<file path="config.mk">
export PLATFORM = sky130hd
export DESIGN_NAME = alu2_div
export DESIGN_NICKNAME = d
export VERILOG_FILES = /design/src/rtl/alu2_div_pkg.sv /design/src/rtl/alu2_div_adder.sv /design/src/rtl/alu2_div.sv
export SDC_FILE = /design/constraint.sdc
export NUM_CORES = 1
export LEC_CHECK = 0
export CAP_MARGIN = 20
export CELL_PAD_IN_SITES_DETAIL_PLACEMENT = 0
export CELL_PAD_IN_SITES_GLOBAL_PLACEMENT = 1
export CORE_MARGIN = 2
export CORE_UTILIZATION = 40
export CTS_BUF_LIST = sky130_fd_sc_hd__clkbuf_16
export CTS_CLUSTER_SIZE = 14
export DETAILED_ROUTE_END_ITERATION = 8
export GPL_ROUTABILITY_DRIVEN = 0
export PLACE_DENSITY = 0.78
export SYNTH_ARGS = -nofsm -noshare
export SYNTH_HDL_FRONTEND = slang
export SYNTH_SLANG_ARGS = --single-unit
</file>
<file path="constraint.sdc">
create_clock -name clk -period 3.7 [get_ports clk]
set_clock_uncertainty 0.2 [all_clocks]
set_input_delay 0.37 -clock clk [delete_from_list [all_inputs] [get_ports clk]]
set_output_delay 0.37 -clock clk [all_outputs]
set_load 0.1 [all_outputs]
</file>
<file path="src/rtl/alu2_div_pkg.sv">
// Shared definitions for the cpu2 sequential divider: flag-word bit
// positions (C/V/Z/S layout shared with the ALU) and divider state encodings.
package alu2_div_pkg;

  localparam int CIDX = 0;
  localparam int VIDX = 1;
  localparam int ZIDX = 2;
  localparam int SIDX = 3;

  typedef enum logic [1:0] {
    DIV_IDLE = 2'd0,
    DIV_RUN  = 2'd1,
    DIV_FIX  = 2'd2,
    DIV_DONE = 2'd3
  } div_state_e;

endpackage

</file>
<file path="src/rtl/alu2_div_adder.sv">
// Plain ripple adder with carry in/out; the divider uses it as a subtractor
// by feeding the inverted divisor with carry-in set.
module alu2_div_adder #(
  parameter int WIDTH = 32
) (
  input  logic [WIDTH-1:0] a_i,
  input  logic [WIDTH-1:0] b_i,
  input  logic             c_i,
  output logic [WIDTH-1:0] sum_o,
  output logic             c_o
);

  assign {c_o, sum_o} = {1'b0, a_i} + {1'b0, b_i} + {{WIDTH{1'b0}}, c_i};

endmodule

</file>
<file path="src/rtl/alu2_div.sv">
// Sequential restoring divider for the cpu2 execute stage: one quotient bit
// per cycle on magnitudes, sign fix-up and flag-word update at the end.
module alu2_div
  import alu2_div_pkg::*;
#(
  parameter int WIDTH = 32
) (
  input  logic             clk,
  input  logic             reset_n,
  input  logic             start,
  input  logic             sgn,
  input  logic [WIDTH-1:0] di,
  input  logic [WIDTH-1:0] bi,
  input  logic [WIDTH-1:0] fi,
  output logic             busy,
  output logic             done,
  output logic [WIDTH-1:0] quo,
  output logic [WIDTH-1:0] rem,
  output logic [WIDTH-1:0] fo,
  output logic             div0
);

  localparam int CW = $clog2(WIDTH);
  localparam logic [CW-1:0] CNT_LAST = CW'(WIDTH - 1);
  localparam logic [WIDTH-1:0] MIN_VAL = {1'b1, {(WIDTH-1){1'b0}}};

  div_state_e       state_q, state_d;
  logic [CW-1:0]    cnt_q, cnt_d;
  logic [WIDTH-1:0] dvd_q, dvd_d;
  logic [WIDTH-1:0] dvs_q, dvs_d;
  logic [WIDTH-1:0] racc_q, racc_d;
  logic [WIDTH-1:0] fi_q, fi_d;
  logic             qneg_q, qneg_d;
  logic             rneg_q, rneg_d;
  logic             zero_q, zero_d;
  logic             ovf_q, ovf_d;
  logic [WIDTH-1:0] quo_q, quo_d;
  logic [WIDTH-1:0] rem_q, rem_d;
  logic [WIDTH-1:0] fo_q, fo_d;
  logic             div0_q, div0_d;

  logic [WIDTH-1:0] partial, trial, quo_fix, rem_fix;
  logic             no_borrow;

  // dvd_q doubles as the quotient shift register: dividend bits leave at the
  // top while quotient bits enter at the bottom.
  assign partial = {racc_q[WIDTH-2:0], dvd_q[WIDTH-1]};

  alu2_div_adder #(.WIDTH(WIDTH)) u_sub (
    .a_i   (partial),
    .b_i   (~dvs_q),
    .c_i   (1'b1),
    .sum_o (trial),
    .c_o   (no_borrow)
  );

  assign quo_fix = zero_q ? '1 : (qneg_q ? -dvd_q : dvd_q);
  assign rem_fix = zero_q ? dvd_q : (rneg_q ? -racc_q : racc_q);

  always_comb begin
    state_d = state_q;
    cnt_d   = cnt_q;
    dvd_d   = dvd_q;
    dvs_d   = dvs_q;
    racc_d  = racc_q;
    fi_d    = fi_q;
    qneg_d  = qneg_q;
    rneg_d  = rneg_q;
    zero_d  = zero_q;
    ovf_d   = ovf_q;
    quo_d   = quo_q;
    rem_d   = rem_q;
    fo_d    = fo_q;
    div0_d  = div0_q;

    case (state_q)
      DIV_IDLE, DIV_DONE: begin
        if (start) begin
          // A zero divisor keeps the raw dividend so it can be returned as rem.
          zero_d  = (bi == '0);
          dvd_d   = (sgn && di[WIDTH-1] && bi != '0) ? -di : di;
          dvs_d   = (sgn && bi[WIDTH-1]) ? -bi : bi;
          racc_d  = '0;
          cnt_d   = '0;
          qneg_d  = sgn & (di[WIDTH-1] ^ bi[WIDTH-1]);
          rneg_d  = sgn & di[WIDTH-1];
          ovf_d   = sgn && (di == MIN_VAL) && (bi == '1);
          fi_d    = fi;
          state_d = (bi == '0) ? DIV_FIX : DIV_RUN;
        end else if (state_q == DIV_DONE) begin
          state_d = DIV_IDLE;
        end
      end
      DIV_RUN: begin
        racc_d = no_borrow ? trial : partial;
        dvd_d  = {dvd_q[WIDTH-2:0], no_borrow};
        cnt_d  = cnt_q + 1'b1;
        if (cnt_q == CNT_LAST) state_d = DIV_FIX;
      end
      DIV_FIX: begin
        quo_d        = quo_fix;
        rem_d        = rem_fix;
        div0_d       = zero_q;
        fo_d         = fi_q;
        fo_d[ZIDX]   = (quo_fix == '0);
        fo_d[SIDX]   = quo_fix[WIDTH-1];
        fo_d[CIDX]   = (rem_fix != '0);
        fo_d[VIDX]   = zero_q | ovf_q;
        state_d      = DIV_DONE;
      end
      default: state_d = DIV_IDLE;
    endcase
  end

  always_ff @(posedge clk or negedge reset_n) begin
    if (!reset_n) begin
      state_q <= DIV_IDLE;
      cnt_q   <= '0;
      dvd_q   <= '0;
      dvs_q   <= '0;
      racc_q  <= '0;
      fi_q    <= '0;
      qneg_q  <= 1'b0;
      rneg_q  <= 1'b0;
      zero_q  <= 1'b0;
      ovf_q   <= 1'b0;
      quo_q   <= '0;
      rem_q   <= '0;
      fo_q    <= '0;
      div0_q  <= 1'b0;
    end else begin
      state_q <= state_d;
      cnt_q   <= cnt_d;
      dvd_q   <= dvd_d;
      dvs_q   <= dvs_d;
      racc_q  <= racc_d;
      fi_q    <= fi_d;
      qneg_q  <= qneg_d;
      rneg_q  <= rneg_d;
      zero_q  <= zero_d;
      ovf_q   <= ovf_d;
      quo_q   <= quo_d;
      rem_q   <= rem_d;
      fo_q    <= fo_d;
      div0_q  <= div0_d;
    end
  end

  assign busy = (state_q == DIV_RUN) || (state_q == DIV_FIX);
  assign done = (state_q == DIV_DONE);
  assign quo  = quo_q;
  assign rem  = rem_q;
  assign fo   = fo_q;
  assign div0 = div0_q;

endmodule

</file>
==> Yosys cells after proc, flatten, opt, wreduce, memory -nomap -nowiden <==
Index checks and enable logic that the tools add are counted.
{ "op_classes": {"bitwise": 5, "addsub": 7, "n_mux": 18, "n_eq_ne": 9, "n_reduce_logical": 16} }
{ "ops": {"columns": ["operator", "count"], "rows": [
  ["two-way mux 32 bit", 9],
  ["negator 32 bit", 4],
  ["case mux 32 bit (2 select lines)", 2],
  ["== test 32 bit (second input constant)", 2],
  ["zero test 32 bit", 2],
  ["nonzero test 32 bit", 2],
  ["adder 32 x 32 -> 33 bit", 1],
  ["adder 33 x 1 -> 33 bit (second input constant)", 1],
  ["inverter 32 bit", 1],
  ["case mux 5 bit (2 select lines)", 1],
  ["two-way mux 2 bit", 4],
  ["case mux 2 bit (3 select lines)", 1],
  ["AND reduction 2 bit", 3],
  ["adder 5 x 1 -> 5 bit (second input constant)", 1],
  ["== test 5 bit (second input constant)", 1],
  ["logical AND 1 bit", 5],
  ["two-way mux 5 bit", 1],
  ["== test 2 bit (second input constant)", 2],
  ["!= test 2 bit (second input constant)", 2],
  ["!= test 3 bit (second input constant)", 1],
  ["bitwise AND 1 bit", 2],
  ["== test 2 x 1 -> 1 bit (second input constant)", 1],
  ["zero test 2 bit", 1],
  ["nonzero test 2 bit", 1],
  ["other kinds (4)", 4]
]} }
{ "totals": {"elab_cells": 69, "reg_bits": 236, "input_bits": 100} }

==> Longest topological paths before layout <==
{ "depth": {"word_depth": 5, "depth_mapped": 14} }

==> Cells and area by module <==
A second synthesis with hierarchy kept.
{ "unflattened": {"cells_unflattened": 1734, "hier_area_um2": 15315.9} }
{ "modules_own_cells": {"columns": ["mod", "seq_area_each_um2", "area_per_inst_um2", "n_inst", "cells_each"], "rows": [
  ["alu2_div", 5780.5, 13461.7, 1, 1475],
  ["alu2_div_adder", 0.0, 1854.3, 1, 259]
]} }

==> Worst setup path after synthesis <==
OpenSTA, ideal clock, no wires.
{ "synth_path": {"kind": "register -> register", "startpoint": "reg dvd_q[31]", "endpoint": "reg racc_q[10]", "arrival_time_ns": 3.103, "path_stages_with_launch": 15, "setup_ns": 0.133, "synth_period_minus_slack_ns": 3.437, "n_path_buf": 2, "path_slack_ns": 0.263, "cell_sequence": "dfrtp_1 -> inv_1 -> ha_1 -> fa_1 -> nor2b_1 -> o2111ai_1 -> nand3_1 -> a41oi_1 -> o22ai_1 -> o21ai_0 -> a31oi_1 -> buf_2 -> buf_1 -> mux2i_1 -> o21ai_0"} }
{ "synth_via": {"elab_chain_cells": 4} }
{ "synth_rtl": {"columns": ["element", "line_no", "source"], "rows": [
  ["start: declaration", "alu2_div.sv:29", "logic [WIDTH-1:0] dvd_q, dvd_d;"],
  ["start signal: assignment", "alu2_div.sv:134", "dvd_q <= dvd_d;"],
  ["adder 32 x 32 -> 33 bit", "alu2_div_adder.sv:13", "assign {c_o, sum_o} = {1'b0, a_i} + {1'b0, b_i} + {{WIDTH{1'b0}}, c_i};"],
  ["adder 33 x 1 -> 33 bit", "alu2_div_adder.sv:13", null],
  ["two-way mux 32 bit", "alu2_div.sv:95", "racc_d = no_borrow ? trial : partial;"],
  ["case mux 32 bit (2 select lines)", "alu2_div.sv:76", "case (state_q)"],
  ["end signal: assignment", "alu2_div.sv:136", "racc_q <= racc_d;"],
  ["end: declaration", "alu2_div.sv:31", "logic [WIDTH-1:0] racc_q, racc_d;"]
]} }
Every way passes these cells.
A chain may end at the register's enable or synchronous reset.

==> Final worst setup path <==
{ "layout_path": {"startpoint": "reg racc_q[6]", "endpoint": "reg fo_q[0] (netlist: fo[0])"} }
{ "layout_via": {"elab_chain_cells": 4} }
{ "layout_rtl": {"columns": ["element", "line_no", "source"], "rows": [
  ["negator 32 bit", "alu2_div.sv:58", "assign rem_fix = zero_q ? dvd_q : (rneg_q ? -racc_q : racc_q);"],
  ["two-way mux 32 bit * (2 in series)", "alu2_div.sv:58", null],
  ["nonzero test 32 bit *", "alu2_div.sv:107", "fo_d[CIDX] = (rem_fix != '0);"],
  ["end signal: assignment", "alu2_div.sv:144", "fo_q <= fo_d;"],
  ["end: declaration", "alu2_div.sv:39", "logic [WIDTH-1:0] fo_q, fo_d;"]
]} }
Every way passes the cells marked *; elsewhere a longest branch is shown, timed or not.

==> results_dict.tcl <==
set metrics [dict create \
    die_h_um 193 \
    seq_power_share 0.245 \
    root_buffer "clkbuf_16" \
    antenna_found_initial 0 \
    p_int_mw 8.49 \
    reg2reg_from "racc_q[6]" \
    drive_gt1_frac 0.137 \
    numCtsBuffers 28 \
    start_util 0.404 \
    critical_path.max_stage_delay_ns 0.60 \
    worstHoldStart "fi[9]" \
    holdWs_ns 0.239 \
    dp_hpwl_um 31500 \
    critPathKind "flop to flop" \
    worstPathRequired_ns 3.94 \
    critical_path.max_fanout 4 \
    via_per_inst 5.40 \
    slew_headroom 0.308 \
    core_sq_mm 0.0355 \
    cp.arrival_ns 3.75 \
    hold_viol_final 0 \
    synth_async_sr_flop_share 1.00 \
    route.detailed.drc 0 \
    h-tree-depth 1 \
    critPathCaptureType "flop" \
    area_growth_pct 27.3 \
    placed_cells 2225 \
    synthesis.nets 1716 \
    ir_drop_mv 0.841 \
    setup.worst_path.start "racc_q[6]" \
    power_mw 17.6 \
    period_share 0.948 \
    final_nets 1940 \
    numPortBuffers 194 \
    finalWorstSetupSlack_ns 0.192 \
    pwr-share-comb 0.597 \
    switchingPower_mw 9.08 \
    numClockSinks 231 \
    synth_top_flop_cell "dfrtp_1" \
    dp_slack_ns -0.123 \
    drtIter0Drc 611 \
    synth_seq_area_share 0.403 \
    clockBufferDepth 3 \
    syn_area_sq_mm 0.0144 \
    slew_violations 0 \
    die_x_um 193 \
    ys_ff_latch 231 \
    switching_share 0.517 \
    ys_warn_count 0 \
    grt.overflow.total 0 \
    crit_chain "or4_1, or3_1, or3_1, buf_4, nor3_1, nor4b_1, a311o_1, nor3_1, nand3_1, o22a_1" \
    core.rowCount 69 \
    cts_tree "built" \
    drv_cap 0 \
    grt_pass1_vias 12000 \
    syn-instance-count 1572 \
    cpMaxStageDelayCell "or4_1" \
    avgSynthCellArea_sq_um 9.13 \
    routedWlPerCell_um 18.2 \
    critPathLaunchType "flop" \
    final.fill_count 3340 \
    stdcell_count 2276 \
    p_clk_frac 0.158 \
    clk_latency_ns 0.55 \
    setup_violations 0 \
    antenna_cells 0 \
    fin_setup_tns_ns 0 \
    status "complete, no violations" \
    min_period_ns 3.51 \
    powerDensity_mw_per_mm2 962 \
    worstMarginPinSlew_ns 1.03 \
    io_pins 199 \
    netlist-cell-type-count 70 \
    antenna_left 0 \
    fmax_ghz 0.285 \
    grt_usage 0.219 \
    p_leak_nw 7.98 \
    clk_pin_slew_ns 0.06 \
    dieArea_sq_mm 0.0374 \
    dr.pass1.iters 5 \
    hold_path.class "input port to flop" \
    grt_max_degree 101 \
    synth_edf_count 0 \
    grt_first_pass_wirelength_um 66900 \
    routed_wl_um 41500 \
    rsz0062_at_grt "no" \
    post_cts.repair.setup_buffers 0 \
    num_vias 12300 \
]
## cells in the final DEF (no fill, tap or decap), types with 27 or more instances in the layout
cell type          n
xnor2_1           81
o31ai_1           27
xor2_1            61
a21oi_1           73
mux2i_1           57
o21ai_0          169
inv_1             59
nand2_1          182
dfrtp_1          228
clkdlybuf4s50_1  191
mux2_2            92
nor3_1            35
buf_4             87
clkbuf_16         29
ha_1              42
nor2_1           102
## cells in the mapped netlist, types with 3 or more instances
master	instances	area, sq um
o31ai_1	27	203
a22o_1	4	35.0
dfrtp_1	231	5780
mux2i_1	57	571
buf_1	11	41.3
and4_1	3	26.3
nand2_1	183	687
buf_2	3	15.0
o21bai_1	4	30.0
a21oi_1	73	365
xor2_1	61	534
and3_1	7	43.8
nor3b_1	3	22.5
clkbuf_1	76	285
o22ai_1	5	31.3
nor3_1	35	175
o21ai_0	172	861
or2_2	4	25.0
a31oi_1	13	81.3
or3_1	22	138
nand3b_1	4	30.0
and2_1	6	37.5
or4_4	4	45.0
xnor2_1	81	709
a2bb2oi_1	6	52.6
nor2b_1	9	56.3
or4_1	16	120
nand2b_1	15	93.8
a21o_1	20	150
o41ai_1	13	114
o21a_1	7	52.6
a221o_1	4	40.0
a211oi_1	5	37.5
inv_1	57	214
nand4_1	17	106
mux2_2	92	1040
a21boi_0	4	30.0
nor2_1	102	383
nor4_1	12	75.1
o211ai_1	4	30.0
ha_1	43	538
nand3_1	20	100
## sequential cells by signal, indices dropped and copies added (netlist names)
register and flops:
fi_q 28, zero_q 1, dvd_q 32, quo 31, div0 1, state_q 2, fo 32, rneg_q 1
ovf_q 1, rem 32, racc_q 32, qneg_q 1, dvs_q 32, cnt_q 5
## kinds of logic after synthesis
logic type / after synthesis / share of synthesized area
mux: 149 / 0.112
buf+inv: 150 / 0.0398
simple gates: 471 / 0.157
xor+xnor: 142 / 0.0867
fa+ha+maj: 44 / 0.0389
flops: 231 / 0.403
compound gates: 385 / 0.163
## worst paths after layout
kind,to,slack (ns),cells past startpoint
max reg2reg,fo[0],0.19,10
min,fi_q[9],0.24,2
min in group asynchronous,quo[23],0.26,2
max in group asynchronous,fo[26],2.20,3
max,fo[0],0.19,10
min reg2reg,dvs_q[8],0.28,2
## stage by stage
step | utilization | cell area [sq um]
global route | 0.515 | 18300
finish | 0.515 | 18300
global placement | 0.488 | 17300
CTS | 0.514 | 18200
detailed placement | 0.488 | 17300
floorplan | - | 14400
## layer usage
metal,global-route usage,vias to the layer above,wire (um)
met5,0,-,0
met4,0.0704,0,1330
met3,0.0277,72,1870
met2,0.350,302,19100
met1,0.310,5883,19200
li1,-,6040,-
## power by group through the flow
| stage | clock network [mW] | logic, mW | registers, mW |
|---|---|---|---|
| after floorplan | 0 | 4.46 | 7.47 |
| after global placement | 0 | 10.3 | 4.30 |
| after detailed placement | 0 | 10.5 | 4.34 |
| after CTS | 2.85 | 10.5 | 4.31 |
| after global routing | 2.95 | 11.2 | 4.44 |
| final | 2.77 | 10.5 | 4.31 |
## worst max-delay path, delay by kind of cell, from the launching register on
kind	cells	cell delay (ns)
AOI/OAI and AO/OA	2	0.56
and+or+nand+nor	7	2.10
DFF	1	0.37
buffers and inverters	1	0.18
## cell type report
cell class                      count  area, sq um  share of cell area
Clock inverter                     21          219              0.0120
Sequential cell                   231         5780               0.317
Multi-Input combinational cell   1191         8050               0.441
Inverter                           58          218              0.0119
Timing Repair Buffer              286         2720               0.149
Clock buffer                       28          701              0.0384
Tap cell                          461          577              0.0316
## what timing repair did
item	4_1_cts	5_1_grt
hold buffers	1	0
endpoints found under the setup margin	0	8
hold endpoints to repair	97	0
resized for setup	0	6
Power figures use the tool's default switching activity.
